--- config.mk ---
export PLATFORM = sky130hd
export DESIGN_NAME = id_ex_ctrl_stage
export DESIGN_NICKNAME = d
export VERILOG_FILES = /design/src/rtl/id_ex_ctrl_stage.sv
export SDC_FILE = /design/constraint.sdc
export NUM_CORES = 1
export LEC_CHECK = 0
export ABC_AREA = 1
export BUFFER_PORTS_ARGS = -buffer_cell sky130_fd_sc_hd__buf_2
export CAP_MARGIN = 0
export CORE_ASPECT_RATIO = 1.5
export CORE_MARGIN = 2
export CORE_UTILIZATION = 30
export DETAILED_ROUTE_END_ITERATION = 8
export SETUP_SLACK_MARGIN = 0.02
export SYNTH_ARGS = -nofsm -noshare
export SYNTH_HDL_FRONTEND = slang
export SYNTH_SLANG_ARGS = --single-unit
--- constraint.sdc ---
create_clock -name clk_i -period 2.7 [get_ports clk_i]
set_input_delay 0.135 -clock clk_i [delete_from_list [all_inputs] [get_ports clk_i]]
set_output_delay 0.135 -clock clk_i [all_outputs]
set_load 0.02 [all_outputs]
--- src/rtl/id_ex_ctrl_stage.sv ---
// ID/EX pipeline register for control, PC and register fields, with load-use hazard detection.
// Latency: one cycle from ID inputs to EX outputs; load_stall_o is combinational.
// Backpressure: hold_i freezes the stage; load_stall_o tells upstream to hold PC and IF/ID.
module id_ex_ctrl_stage (
  input  logic        clk_i,
  input  logic        rst_n_i,
  input  logic [18:0] id_ctrl_i,
  input  logic        id_valid_i,
  input  logic [31:0] id_pc_i,
  input  logic [4:0]  id_rs_i,
  input  logic [4:0]  id_rt_i,
  input  logic [4:0]  id_rd_i,
  input  logic        flush_i,
  input  logic        hold_i,
  output logic [18:0] ex_ctrl_o,
  output logic [31:0] ex_pc_o,
  output logic [4:0]  ex_rs_o,
  output logic [4:0]  ex_rt_o,
  output logic [4:0]  ex_wreg_o,
  output logic        ex_valid_o,
  output logic        load_stall_o,
  output logic [15:0] stall_cnt_o
);

  // Control bundle bit positions used inside this stage.
  localparam int unsigned CtrlMemToReg = 6;
  localparam int unsigned CtrlJal      = 9;
  localparam int unsigned CtrlRegDst   = 4;
  localparam int unsigned CtrlRegWrite = 3;

  logic [18:0] ex_ctrl_q,  ex_ctrl_d;
  logic [31:0] ex_pc_q,    ex_pc_d;
  logic [4:0]  ex_rs_q,    ex_rs_d;
  logic [4:0]  ex_rt_q,    ex_rt_d;
  logic [4:0]  ex_wreg_q,  ex_wreg_d;
  logic        ex_valid_q, ex_valid_d;
  logic [15:0] stall_cnt_q, stall_cnt_d;

  logic [4:0]  id_wreg;
  logic        load_stall;

  // Destination register of the ID instruction: JAL links to $31, otherwise rd/rt, zero if no write.
  always_comb begin
    id_wreg = id_rt_i;
    if (id_ctrl_i[CtrlJal]) begin
      id_wreg = 5'd31;
    end else if (id_ctrl_i[CtrlRegDst]) begin
      id_wreg = id_rd_i;
    end
    if (!id_ctrl_i[CtrlRegWrite]) begin
      id_wreg = 5'd0;
    end
  end

  // Load in EX whose result the ID instruction reads; $0 destinations never hazard.
  always_comb begin
    load_stall = ex_valid_q & ex_ctrl_q[CtrlMemToReg] & (ex_wreg_q != 5'd0) & id_valid_i &
                 ((ex_wreg_q == id_rs_i) | (ex_wreg_q == id_rt_i));
  end

  // Next-state selection: flush beats hold, hold beats stall, otherwise capture ID.
  always_comb begin
    ex_ctrl_d   = ex_ctrl_q;
    ex_pc_d     = ex_pc_q;
    ex_rs_d     = ex_rs_q;
    ex_rt_d     = ex_rt_q;
    ex_wreg_d   = ex_wreg_q;
    ex_valid_d  = ex_valid_q;
    stall_cnt_d = stall_cnt_q;
    if (flush_i || (!hold_i && (load_stall || !id_valid_i))) begin
      // Bubble: flush, load-use stall, or nothing real in ID.
      ex_ctrl_d  = '0;
      ex_pc_d    = '0;
      ex_rs_d    = '0;
      ex_rt_d    = '0;
      ex_wreg_d  = '0;
      ex_valid_d = 1'b0;
    end else if (!hold_i) begin
      ex_ctrl_d  = id_ctrl_i;
      ex_pc_d    = id_pc_i;
      ex_rs_d    = id_rs_i;
      ex_rt_d    = id_rt_i;
      ex_wreg_d  = id_wreg;
      ex_valid_d = 1'b1;
    end
    // Count only bubbles actually caused by the load-use hazard; saturate at all-ones.
    if (!flush_i && !hold_i && load_stall && (stall_cnt_q != 16'hFFFF)) begin
      stall_cnt_d = stall_cnt_q + 16'd1;
    end
  end

  // Stage registers, cleared to the bubble state by reset.
  always_ff @(posedge clk_i or negedge rst_n_i) begin
    if (!rst_n_i) begin
      ex_ctrl_q   <= '0;
      ex_pc_q     <= '0;
      ex_rs_q     <= '0;
      ex_rt_q     <= '0;
      ex_wreg_q   <= '0;
      ex_valid_q  <= 1'b0;
      stall_cnt_q <= '0;
    end else begin
      ex_ctrl_q   <= ex_ctrl_d;
      ex_pc_q     <= ex_pc_d;
      ex_rs_q     <= ex_rs_d;
      ex_rt_q     <= ex_rt_d;
      ex_wreg_q   <= ex_wreg_d;
      ex_valid_q  <= ex_valid_d;
      stall_cnt_q <= stall_cnt_d;
    end
  end

  assign ex_ctrl_o    = ex_ctrl_q;
  assign ex_pc_o      = ex_pc_q;
  assign ex_rs_o      = ex_rs_q;
  assign ex_rt_o      = ex_rt_q;
  assign ex_wreg_o    = ex_wreg_q;
  assign ex_valid_o   = ex_valid_q;
  assign load_stall_o = load_stall;
  assign stall_cnt_o  = stall_cnt_q;

endmodule

**Word-level counts from Yosys, hierarchy flattened**

Index checks and enable logic that the tools add are counted.
Widths: inputs -> output; s select.

- Mux-type cells: 15
- Shift-type cells: 0
- Divide/modulo/power cells: 0
- Eq/ne operators: 4
- Multiply operators: 0
- Bitwise gates (word level): 5
- Reduce and logical (&&, ||, !) cells: 10
- $add $sub $neg: 1
- Order comparisons: 0

Operators by type and width:

| operator | count |
|---|---|
| $mux 32 | 2 |
| $mux 5 | 9 |
| $mux 19 | 2 |
| $add 16x1->16 const B | 1 |
| $ne 16x16->1 const B | 1 |
| $eq 5x5->1 | 2 |
| $reduce_bool 5->1 | 1 |
| $and 1x1->1 | 4 |
| $logic_and 1x1->1 | 4 |
| $logic_not 1->1 | 3 |
| $logic_or 1x1->1 | 2 |
| $mux 1 | 2 |
| $ne 2x1->1 const B | 1 |
| $or 1x1->1 | 1 |

- ROM bits: 0
- Latch bits: 0
- Word-level logic and storage cells: 42
- Bits in writable memories: 0
- Input port bits: 71
- Bits in registers: 83
- Memories: 0
- Output and inout bits: 84

**Longest topological paths before layout**

- Word-level depth: 8
- Depth in mapped cells: 11
- Depth with buffers taken out: 10

**Worst setup path after synthesis**

Ideal clock, no wire load.

- Path type: reg-to-reg
- Start: register stall_cnt_q[0], in the netlist stall_cnt_o[0]
- End: register stall_cnt_q[12], in the netlist stall_cnt_o[12]
- Path buffers: 1
- Required time: 2635 ps
- Slack: 939 ps
- Data arrival time: 1696 ps
- Cell stages (with the launch flop): 10
- Period minus slack after synthesis: 1761 ps
- Setup time: 65 ps
- Path through: dfrtp_1 > ha_1 > nand3_4 > nor2_4 > nand3_2 > or2_4 > nand4_4 > buf_8 > nand2_1 > nand2_1

- Cells in the longest elaborated chain, start to end: 2
- Elaborated cells between the ends (all ways): 3
- Classes of those cells: 1 x add/sub; 1 x eq/ne; 1 x reduce/logical

RTL lines:

| item | RTL line | text |
|---|---|---|
| start, declared | 37 | `logic [15:0] stall_cnt_q, stall_cnt_d;` |
| start signal, assigned | 109 | `stall_cnt_q <= stall_cnt_d;` |
| parallel branches: the longest is 2 deep, another holds $add 16x1->16 | - |  |

Parallel ways; which one is timed is not known.
A chain may end at the register's enable or synchronous reset.

**Worst setup path in the final report**

- Start: register ex_wreg_q[3], in the netlist ex_wreg_o[3]
- End: output load_stall_o

- Cells in the longest elaborated chain, start to end: 4
- Elaborated cells between the ends (all ways): 7
- Classes of those cells: 2 x eq/ne; 4 x bitwise; 1 x reduce/logical

RTL lines:

| item | RTL line | text |
|---|---|---|
| start, declared | 35 | `logic [4:0] ex_wreg_q, ex_wreg_d;` |
| start signal, assigned | 107 | `ex_wreg_q <= ex_wreg_d;` |
| $reduce_bool 5->1 | 57 | `load_stall = ex_valid_q & ex_ctrl_q[CtrlMemToReg] & (ex_wreg_q != 5'd0) & id_valid_i &` |
| $and 1x1->1 (2 in a row) | 57 |  |
| $and 1x1->1 (*) | 57 |  |
| end, declared | 21 | `output logic load_stall_o,` |

Mark *: on every way between the ends. The rest lies on a longest branch, timed or not.

==> results.json <==
{
  "row_count": 50,
  "synth_nets": 546,
  "path_clk_slew_ps": 60,
  "nNetsFinal": 694,
  "finish.utilization": 0.409,
  "postCtsSetupRepairBufs": 0,
  "netlist_instances": 474,
  "pre_cts_slack_ps": 685,
  "worst-path-max-fanout": 25,
  "syn_to_final_growth_pct": 33.0,
  "skew_ps": 4.21,
  "tns_ps": 0,
  "cts.sinks": 83,
  "grt_overflow": 0,
  "synth.area.top_cells": "dfrtp_1 54%, nand2_1 21%, nand3_1 8.1%",
  "power.density_mw_per_mm2": 587,
  "cp.required_ps": 2570,
  "ios": 155,
  "hold_class": "primary input to async pin",
  "die_area_mm2": 0.0138,
  "synth_top_area_share": 0.540,
  "core_mm2": 0.0125,
  "drive_above_1_share": 0.300,
  "die_y_um": 143,
  "cts_tree": "done",
  "crit_type": "flip-flop to output port",
  "drc": 0,
  "crit_slowest_cell": "dfrtp_1",
  "dpl.cell_count": 767,
  "totalWireLength_um": 11300,
  "drv_slew": 0,
  "die_width_um": 96.5,
  "hold_viol": 5,
  "grt_max_degree": 84,
  "worst_pin_slew_ps": 1060,
  "track_usage": 0.170,
  "cp_common_cell": "inv_1",
  "syn_avg_cell_area_um2": 8.11,
  "gp_congestion": 0.847,
  "startpoint_type": "flip-flop",
  "yosysSeqAreaShare": 0.540,
  "antenna_violating_nets_post_route": 0,
  "start_util": 0.307,
  "fmax_mhz": 485,
  "setup_viol": 0,
  "netlist.top_cell.by_area": "dfrtp_1",
  "yosysWarnings": 0,
  "drtIter0Drc": 214,
  "leakage_nw": 3.00,
  "grt_pass1_wl_um": 18000,
  "syn-cell-area_mm2": 0.00385,
  "fill_cells": 1301,
  "violations": "negative hold slack",
  "crit_arrival_ps": 1930,
  "viasPerCell": 4.64,
  "final_cells": 784,
  "clock_path_buffers": 2,
  "htree_levels": 3,
  "end_kind": "output port",
  "routedWlPerCell_um": 14.4,
  "maxSlewHeadroom": 0.290,
  "cap_violations": 0,
  "outcome": "complete, but fails checks",
  "hpwl_um": 8160,
  "grt_setup_unrepaired": "no",
  "fin_crit_ps": 2060,
  "io_buffers": 154,
  "path_cells": "inv_2 > nand4_1 > o21ai_0 > inv_1 > nand2_2 > inv_1 > buf_2",
  "vias": 3636,
  "place_area_mm2": 0.00477,
  "ff_latch_area_mm2": 0.00208,
  "power_mw": 3.00,
  "ys_types": 27,
  "final_cell_area_mm2": 0.00511,
  "finalWorstSetupSlack_ps": 639,
  "clock_latency_ps": 340,
  "post_cts_resized": 0,
  "multi_input_area_mm2": 0.00158,
  "cp_slowest_stage_delay_ps": 430,
  "cts_root_buffer": "clkbuf_16",
  "ir_drop_uv": 283,
  "grt_pass1_vias": 3582,
  "cts_buffers": 9,
  "grt_antenna_before_repair": 2,
  "fin_crit_sh": 0.763,
  "holdWs_ps": -3.11,
  "cts_hold_buf": 0,
  "firstDrtPassIters": 8,
  "synth-seq-cells": 83
}
## layer usage
metal	up-vias	track usage	share of wire
met5	-	0	0.0012
li1	1794	-	-
met1	1686	0.216	0.42
met4	2	0.0697	0.012
met2	138	0.274	0.49
met3	16	0.0427	0.077
## cells by family after synthesis
| logic type | synth area share |
|---|---|
| DFF | 0.540 |
| xor gates and xnor gates | 0.0364 |
| adders and majority gates | 0.00325 |
| and+or+nand+nor | 0.347 |
| buffers and inverters | 0.0520 |
| AOI/OAI and AO/OA | 0.0208 |
## placed cells by master, fill, tap and decap left out, drive strengths merged
cell type	instances
nand2	215
buf	159
dfrtp	83
nand3	64
inv	23
nor2	19
o21ai	13
clkbuf	12
xnor2	9
nand4	9
xor2	7
a21oi	3
bufinv	3
nor3	3
diode	1
clkinv	1
or2	1
nor3b	1
ha	1
clkinvlp	1
## flip-flops by register name (all words and copies together) (netlist names)
register	flops
ex_ctrl_o	19
ex_pc_o	32
ex_rs_o	5
ex_rt_o	5
ex_valid_o	1
ex_wreg_o	5
stall_cnt_o	16
## critical path: cells and delay by family, from the launching register on
kind / cells / cell delay [ps]
AO/OA/AOI/OAI: 1 / 200
buffers and inverters: 4 / 450
flip-flops: 1 / 430
AND/OR/NAND/NOR: 2 / 510
## synthesized netlist by cell type (all sizes together)
| cell type | count |
|---|---|
| nor3 | 3 |
| a21oi | 3 |
| nand4 | 9 |
| clkbuf | 11 |
| nand2 | 215 |
| dfrtp | 83 |
| clkinv | 1 |
| inv | 23 |
| nor3b | 1 |
| o21ai | 13 |
| or2 | 1 |
| nand3 | 64 |
| ha | 1 |
| buf | 11 |
| xor2 | 7 |
| nor2 | 19 |
| xnor2 | 9 |
## power by group
part,internal (mW),switching (mW)
clock,0.930,0.490
sequential,1.28,0.0244
combinational,0.0965,0.180
## final timing paths
check / startpoint / end / slack (ps) / cells after the start
setup / recovery: ex_wreg_o[3] / load_stall_o / 640 / 7
hold / removal: rst_n_i / stall_cnt_o[8] / -3 / 1
setup reg to reg: ex_wreg_o[3] / ex_ctrl_o[9] / 710 / 7
hold reg to reg: ex_ctrl_o[5] / ex_ctrl_o[5] / 470 / 2
max in group asynchronous: rst_n_i / ex_ctrl_o[14] / 2030 / 1
min in group clk_i: id_pc_i[5] / ex_pc_o[5] / 20 / 3
## area by class of cell
class	instances	share of cell area
inverters	24	0.0176
repair buffers	159	0.161
well taps	156	0.0382
multi-input cells	345	0.309
clock buffers	12	0.0482
clock inverters	4	0.0191
flip-flops and latches	83	0.406
diodes	1	0.000489
No activity file was read; power rests on OpenSTA's default activity.
